**config.mk**
```make
export PLATFORM = sky130hd
export DESIGN_NAME = instr_sequencer
export DESIGN_NICKNAME = d
export VERILOG_FILES = /design/src/rtl/instr_sequencer.sv
export SDC_FILE = /design/constraint.sdc
export NUM_CORES = 1
export LEC_CHECK = 0
export CORE_ASPECT_RATIO = 0.6
export CORE_MARGIN = 5
export CORE_UTILIZATION = 45
export DETAILED_ROUTE_END_ITERATION = 10
export PLACE_DENSITY = 0.74
export SLEW_MARGIN = 10
export SYNTH_ARGS = -nofsm -noshare
export SYNTH_HDL_FRONTEND = slang
export SYNTH_SLANG_ARGS = --single-unit
export TNS_END_PERCENT = 20
```
**constraint.sdc**
```tcl
create_clock -name clk -period 2.7 [get_ports clk]
set_input_delay 0.405 -clock clk [delete_from_list [all_inputs] [get_ports clk]]
set_output_delay 0.405 -clock clk [all_outputs]
set_load 0.01 [all_outputs]
```
**src/rtl/instr_sequencer.sv**
```systemverilog
// Multi-cycle instruction sequencer: fetch/decode/exec FSM with a memory handshake,
// a memory-timeout error, a HALT encoding and a saturating retired-instruction counter.
module instr_sequencer (
  input  logic        clk,
  input  logic        reset,
  input  logic        start,
  input  logic [8:0]  instr,
  input  logic        lt_flag,
  input  logic [9:0]  br_target,
  input  logic        mem_ack,
  output logic [9:0]  pc,
  output logic [8:0]  ir,
  output logic        rf_write,
  output logic        mem_req,
  output logic        mem_we,
  output logic        busy,
  output logic        done,
  output logic        err,
  output logic [15:0] retired
);

  typedef enum logic [2:0] {
    StIdle, StFetch, StDecode, StExec, StMem, StWb, StHalt, StError
  } state_t;

  localparam logic [2:0] OpStr = 3'b000;
  localparam logic [2:0] OpLdr = 3'b001;
  localparam logic [2:0] OpBlt = 3'b101;
  localparam logic [8:0] HaltEnc = 9'h1FF;

  state_t      state_q, state_d;
  logic [9:0]  pc_d;
  logic [8:0]  ir_d;
  logic [15:0] retired_d;
  logic        err_d;
  logic [3:0]  wcnt_q, wcnt_d;
  logic        retire;
  logic        clear_ret;
  logic [2:0]  opcode;
  logic [9:0]  pc_inc;

  assign opcode = ir[8:6];
  assign pc_inc = pc + 10'd1;

  always_comb begin
    state_d   = state_q;
    pc_d      = pc;
    ir_d      = ir;
    err_d     = err;
    wcnt_d    = wcnt_q;
    retire    = 1'b0;
    clear_ret = 1'b0;
    unique case (state_q)
      StIdle, StHalt, StError: begin
        if (start) begin
          pc_d      = 10'd0;
          err_d     = 1'b0;
          clear_ret = 1'b1;
          state_d   = StFetch;
        end
      end
      StFetch: begin
        ir_d    = instr;
        state_d = StDecode;
      end
      StDecode: state_d = (ir == HaltEnc) ? StHalt : StExec;
      StExec: begin
        if (opcode == OpStr || opcode == OpLdr) begin
          wcnt_d  = 4'd0;
          state_d = StMem;
        end else if (opcode == OpBlt) begin
          pc_d    = lt_flag ? br_target : pc_inc;
          retire  = 1'b1;
          state_d = StFetch;
        end else begin
          state_d = StWb;
        end
      end
      StMem: begin
        if (mem_ack) begin
          if (opcode == OpStr) begin
            pc_d    = pc_inc;
            retire  = 1'b1;
            state_d = StFetch;
          end else begin
            state_d = StWb;
          end
        end else if (wcnt_q == 4'd15) begin
          // 16th MEM cycle without an ack
          err_d   = 1'b1;
          state_d = StError;
        end else begin
          wcnt_d = wcnt_q + 4'd1;
        end
      end
      StWb: begin
        pc_d    = pc_inc;
        retire  = 1'b1;
        state_d = StFetch;
      end
      default: state_d = StIdle;
    endcase

    if (clear_ret) begin
      retired_d = 16'd0;
    end else if (retire && retired != 16'hFFFF) begin
      retired_d = retired + 16'd1;
    end else begin
      retired_d = retired;
    end
  end

  // Outputs are registered from the next state so they line up with the state register.
  always_ff @(posedge clk or posedge reset) begin
    if (reset) begin
      state_q  <= StIdle;
      pc       <= 10'd0;
      ir       <= 9'd0;
      retired  <= 16'd0;
      wcnt_q   <= 4'd0;
      err      <= 1'b0;
      rf_write <= 1'b0;
      mem_req  <= 1'b0;
      mem_we   <= 1'b0;
      busy     <= 1'b0;
      done     <= 1'b0;
    end else begin
      state_q  <= state_d;
      pc       <= pc_d;
      ir       <= ir_d;
      retired  <= retired_d;
      wcnt_q   <= wcnt_d;
      err      <= err_d;
      rf_write <= (state_d == StWb);
      mem_req  <= (state_d == StMem);
      mem_we   <= (state_d == StMem) && (ir_d[8:6] == OpStr);
      busy     <= (state_d != StIdle) && (state_d != StHalt);
      done     <= (state_d == StHalt);
    end
  end

endmodule
```
======== Yosys cells after proc, flatten, opt, wreduce, memory -nomap -nowiden ========
Cells that the tools add are included.
Widths: inputs -> output; s select.
storage, ports and cells
  bits in registers ....................... 48
  latch bits .............................. 0
  bits in writable memories ............... 0
  bits in read-only memories .............. 0
  input bits .............................. 24
  memories kept ........................... 0
cells by class
  add/subtract/negate cells ............... 3
  multipliers ............................. 0
  divide/modulo/power cells ............... 0
  order comparisons ....................... 0
  eq/ne operators ......................... 25
  shift operators ......................... 0
  muxes and demuxes ....................... 33
  bitwise operators ....................... 0
  reductions and logical operators ........ 16
operators with widths
  kind                   count
  $mux 10                6
  $pmux 10 s4            1
  $mux 16                2
  $eq 3x3->1 const B     8
  $mux 3                 7
  $ne 2x2->1 const B     9
  $pmux 3 s6             1
  $add 16x1->16 const B  1
  $ne 16x16->1 const B   1
  $mux 4                 3
  $add 10x1->10 const B  1
  $eq 9x9->1 const B     1
  $logic_not 3->1        3
  $mux 1                 9
  $mux 9                 1
  $pmux 4 s2             1
  $reduce_and 4->1       2
  $eq 3x1->1 const B     2
  $eq 3x2->1 const B     2
  $reduce_and 6->1       1
  $reduce_bool 2->1      3
  $add 4x1->4 const B    1
  $eq 4x4->1 const B     1
  $reduce_bool 4->1      1
  7 further kinds        9

======== Longest topological paths before layout ========
  depth after elaboration ................. 7
  depth in mapped cells ................... 8
  depth with buffers taken out ............ 7

======== Worst setup path before layout ========
Ideal clock, no wire load.
  path type ............................... reg2reg
  start ................................... reg state_q[2]
  end ..................................... reg retired[10]
  data arrival time ....................... 1.867 ns
  required time ........................... 2.622 ns
  setup slack ............................. 0.756 ns
  stages on the path, launching flop included .. 7
  buffers on the path ..................... 1
  path through ............................ dfrtp_1 nand3b_2 or3_1 a32o_2 buf_6 or4_1 a21oi_1
on the way
  cells in the longest elaborated chain, start to end .. 4
  elaborated cells between the ends (all ways) .. 12
RTL lines
  item                                                           line     source
  start, declared                                                31       state_t state_q, state_d;
  start signal, assigned                                         116      state_q <= StIdle;
  start signal, assigned                                         128      state_q <= state_d;
  $eq 3x3->1 (tied with other cells)                             53       unique case (state_q)
  $pmux 1 s3 / $reduce_or 3->1 (equally long branches)           53
  $logic_and 1x1->1 / $mux 1 (equally long branches)             106, 53
  $reduce_bool 2->1 (no line) / $mux 16 (equally long branches)  -
  end signal, assigned                                           131      retired <= retired_d;
  end, declared                                                  19       output logic [15:0] retired
Parallel ways exist; a longest one is shown, timed or not.
A chain may end at the register's enable or synchronous reset.

======== Worst setup path in the final report ========
  start ................................... reg ir[8]
  end ..................................... reg mem_we
on the way
  cells in the longest elaborated chain, start to end .. 6
  elaborated cells between the ends (all ways) .. 15
RTL lines
  item                                                  line  source
  start, declared                                       12    output logic [8:0] ir,
  start signal, assigned                                130   ir <= ir_d;
  $eq 3x1->1 / $logic_not 3->1 (equally long branches)  68    if (opcode == OpStr || opcode == OpLdr) begin
  $logic_or 1x1->1                                      68
  $mux 3                                                68
  $pmux 3 s6 (*)                                        53
  via state_d[0]                                        31
  $eq 3x3->1 (*)                                        136   mem_we <= (state_d == StMem) && (ir_d[8:6] == OpStr);
  $logic_and 1x1->1 (*)                                 136
  end signal, assigned                                  136
  end, declared                                         15    output logic mem_we,
The timed path passes the listed nets; every way through them passes the cells marked *.

==> flow_summary.ini <==
[finish]
layout-area-overhead-vs-synth_pct = 32.76
area_used_by_sequential_logic_in_the_layout_mm2 = 0.001201
nets = 378
finish.utilization = 0.6231
final_layout_size_suffix_gt1_frac = 0.09091
num-fill-cells = 486
num_antenna_cells = 0
area_taken_by_multi_input_logic_gates_mm2 = 0.001340

[synthesis]
mappedNetlistNets = 306
synth_top_flop_cell = sky130_fd_sc_hd__dfrtp_1
post_synth_num_cell_types = 52
synth-edff-count = 0
netlist_instances = 279
yosys_register_bits = 48
asyncSetResetFlopFracSynth = 1.000
synthesis.yosys.warnings = 0
synth_area_per_cell_um2 = 9.458
post_synth_instance_area_mm2 = 0.002639
seq_area_frac_synth = 0.4552

[floorplanning]
fp-row-count = 21
coreArea_mm2 = 0.005623
initial_core_util = 0.4693
die_height_um = 69.32
floorplan.io_pins = 65
die_w_um = 108.9
design.die.area_mm2 = 0.007546

[timing]
relSlewSlack = 0.4810
report.final.slew_viol_count = 0
period_needed_ns = 2.237
achievable-frequency_mhz = 447.0
finalHoldViolations = 0
final.setup.tns_ns = 0
worst_slew_pin_slew_ns = 0.7733
unrepaired_setup_endpoints_after_global_routing = false
timing.clock.skew_ns = 0.008995
endpoints_failing_setup = 0
share_of_the_clock_period_used_by_the_worst_path_after_layout = 0.8286

[clocking]
cts_setup_buffers = 0
htree_num_levels = 2
cts-buffers-inserted = 5
cts_tree = done
path_clk_slew_ns = 0.09
cts_root_buf = sky130_fd_sc_hd__clkbuf_8
cts_hold_buf = 0
clkSinkCount = 48
cts-resized-gates = 0
clock_insertion_delay_worst_skew_ns = 0.30
clock_tree_buffer_depth = 2

[worst_setup_path]
crit_arrival_ns = 2.44
r2r.worst_path.cells = 6
setup.worst_path.class = reg -> reg
timing.reg2reg.setup_slack_ns = 0.46
critical_path_endpoint_category = register
critPathRequiredTime_ns = 2.90
worstSetupStartpointType = register
max_fo_critical_path = 6

[global_route]
groute.usage.overall = 0.1890
first_pass_grt_wire_length_um = 11500
congestion_overflow_gr = 0
first_global_vias = 2155
antenna_found_initial = 0
maximum_number_of_pins_on_one_net_before_global_route_repair = 31

[flow_run]
drv_cap = 0

[routing]
vias = 2434
drc = 0
1st_pass_router_iterations = 5
drt_first_iter_violations = 133
routed_wire_length_per_instance_um = 16.27
via_per_inst = 5.634
ant_nets = 0
route.final.wire_length_um = 7029

[placed_design]
dp_hpwl_um = 5318
place.port_buffers = 64
place_congestion = 0.8535

[pwr]
power.density_cell_area_mw_per_mm2 = 947.3
worst_ir_drop_vdd_v = 0.0005583
leakagePower_nw = 1.368
power.total_w = 0.003319

[run_status]
run_status = completed

[min_path]
worst_hold_path_type = in -> async
metal layers:
metal / GRT usage / up-vias / share of wire / routed length [um]
met2: 0.2327 / 80 / 0.41 / 2865
met4: 0.04622 / 0 / 0.0080 / 56
met1: 0.3217 / 1163 / 0.53 / 3724
met5: 0 / - / 0 / 0
met3: 0.03721 / 5 / 0.054 / 382
li1: - / 1186 / - / -
where the power goes:
part	leakage (nW)	internal (W)	switching [W]	total, W
combinational	0.694	0.000790	0.000882	0.00167
clock	0.0445	0.000209	0.000241	0.000450
sequential	0.630	0.000943	0.000254	0.00120
total	1.37	0.00194	0.00138	0.00332
final timing paths:
check,startpoint,to
setup / recovery,ir[8]$_DFF_PP0_,mem_we$_DFF_PP0_
hold / removal,reset,retired[13]$_DFFE_PP0P_
setup reg to reg,ir[8]$_DFF_PP0_,mem_we$_DFF_PP0_
hold reg to reg,err$_DFFE_PP0P_,err$_DFFE_PP0P_
max in group asynchronous,reset,pc[6]$_DFFE_PP0P_
min in group clk,err$_DFFE_PP0P_,err$_DFFE_PP0P_
kinds of logic after synthesis:
kind of cell               count (synthesis)  synth area share
muxes                                     14           0.05737
xor gates and xnor gates                   1          0.003320
adders and majority gates                  3           0.01423
and+or+nand+nor                          107            0.2210
buffers and inverters                     23           0.03698
AOI/OAI and AO/OA                         83            0.2120
DFF                                       48            0.4552
worst max-delay path: stages (launching register included):
cell	delay [ns]
sky130_fd_sc_hd__dfrtp_1	0.46
sky130_fd_sc_hd__nand2_1	0.17
sky130_fd_sc_hd__o41ai_1	0.52
sky130_fd_sc_hd__a32o_1	0.34
sky130_fd_sc_hd__inv_2	0.09
sky130_fd_sc_hd__a211oi_4	0.29
sky130_fd_sc_hd__nor4b_1	0.27
cell usage after synthesis (4+ instances only):
library cell	n	area, um2
sky130_fd_sc_hd__nand4_1	4	25.02
sky130_fd_sc_hd__nor3b_1	5	37.54
sky130_fd_sc_hd__clkbuf_1	4	15.01
sky130_fd_sc_hd__nand2_1	24	90.09
sky130_fd_sc_hd__o211ai_1	4	30.03
sky130_fd_sc_hd__nor2b_1	5	31.28
sky130_fd_sc_hd__a21oi_1	19	95.09
sky130_fd_sc_hd__o31ai_1	8	60.06
sky130_fd_sc_hd__and3_1	4	25.02
sky130_fd_sc_hd__inv_1	13	48.80
sky130_fd_sc_hd__dfrtp_1	48	1201
sky130_fd_sc_hd__o21a_1	5	37.54
sky130_fd_sc_hd__o21ai_0	10	50.05
sky130_fd_sc_hd__o21ai_1	12	60.06
sky130_fd_sc_hd__nand2b_1	4	25.02
sky130_fd_sc_hd__mux2_2	9	101.4
sky130_fd_sc_hd__nor2_1	15	56.30
sky130_fd_sc_hd__and2_1	5	31.28
sky130_fd_sc_hd__nor3_1	9	45.04
sky130_fd_sc_hd__nand3_1	12	60.06
sky130_fd_sc_hd__mux2i_1	5	50.05
sky130_fd_sc_hd__or4_1	7	52.55
layout make-up:
cell class                      count  share of cell area
Clock buffer                        7             0.02464
Clock inverter                      1            0.002143
Inverter                           14             0.01500
Multi-Input combinational cell    208              0.3825
Sequential cell                    48              0.3429
Tap cell                           80             0.02857
Timing Repair Buffer               74              0.2043
registers in the layout, indices dropped and copies added, names as in the netlist:
name and cells:
busy 1, done 1, err 1, ir 9
mem_req 1, mem_we 1, pc 10, retired 16
rf_write 1, state_q 3, wcnt_q 4
through the flow:
stage	instances	worst slack, ns	hold WS [ns]	instance area, um2
finish	432	0.4628	0.4983	3503
global route	432	0.3045	0.5330	3503
CTS	432	0.5218	0.5183	3503
detailed placement	424	0.2227	0.4977	3410
global placement	424	0.2779	0.4945	3410
floorplan	279	0.7555	0.5210	2639
cell usage in the layout (no fill, tap or decap), types with 2 or more instances in the layout:
cell type / n
sky130_fd_sc_hd__nor2b_1: 5
sky130_fd_sc_hd__nand2b_1: 4
sky130_fd_sc_hd__nand4_1: 4
sky130_fd_sc_hd__and3_1: 4
sky130_fd_sc_hd__o21ai_1: 12
sky130_fd_sc_hd__o2bb2ai_1: 2
sky130_fd_sc_hd__nor3_1: 9
sky130_fd_sc_hd__ha_1: 3
sky130_fd_sc_hd__nand3_1: 12
sky130_fd_sc_hd__a211o_1: 2
sky130_fd_sc_hd__nand2_1: 24
sky130_fd_sc_hd__nor3b_1: 5
sky130_fd_sc_hd__o41ai_1: 2
sky130_fd_sc_hd__o21ai_0: 10
sky130_fd_sc_hd__a21oi_1: 19
sky130_fd_sc_hd__o211ai_1: 4
sky130_fd_sc_hd__buf_4: 10
sky130_fd_sc_hd__inv_2: 2
sky130_fd_sc_hd__o311ai_1: 2
sky130_fd_sc_hd__and2_1: 5
sky130_fd_sc_hd__clkbuf_8: 6
sky130_fd_sc_hd__mux2_2: 9
sky130_fd_sc_hd__a32o_1: 2
sky130_fd_sc_hd__clkdlybuf4s50_1: 64
sky130_fd_sc_hd__nor4b_1: 2
sky130_fd_sc_hd__mux2i_1: 5
sky130_fd_sc_hd__or2b_1: 2
sky130_fd_sc_hd__nor2_1: 15
sky130_fd_sc_hd__o21a_1: 5
sky130_fd_sc_hd__o31ai_1: 8
sky130_fd_sc_hd__nor4_1: 3
sky130_fd_sc_hd__inv_1: 12
sky130_fd_sc_hd__or4_1: 7
sky130_fd_sc_hd__dfrtp_1: 48
sky130_fd_sc_hd__a32oi_1: 2
sky130_fd_sc_hd__or3_1: 3
sky130_fd_sc_hd__a211oi_1: 3
Power figures use the tool's default switching activity.
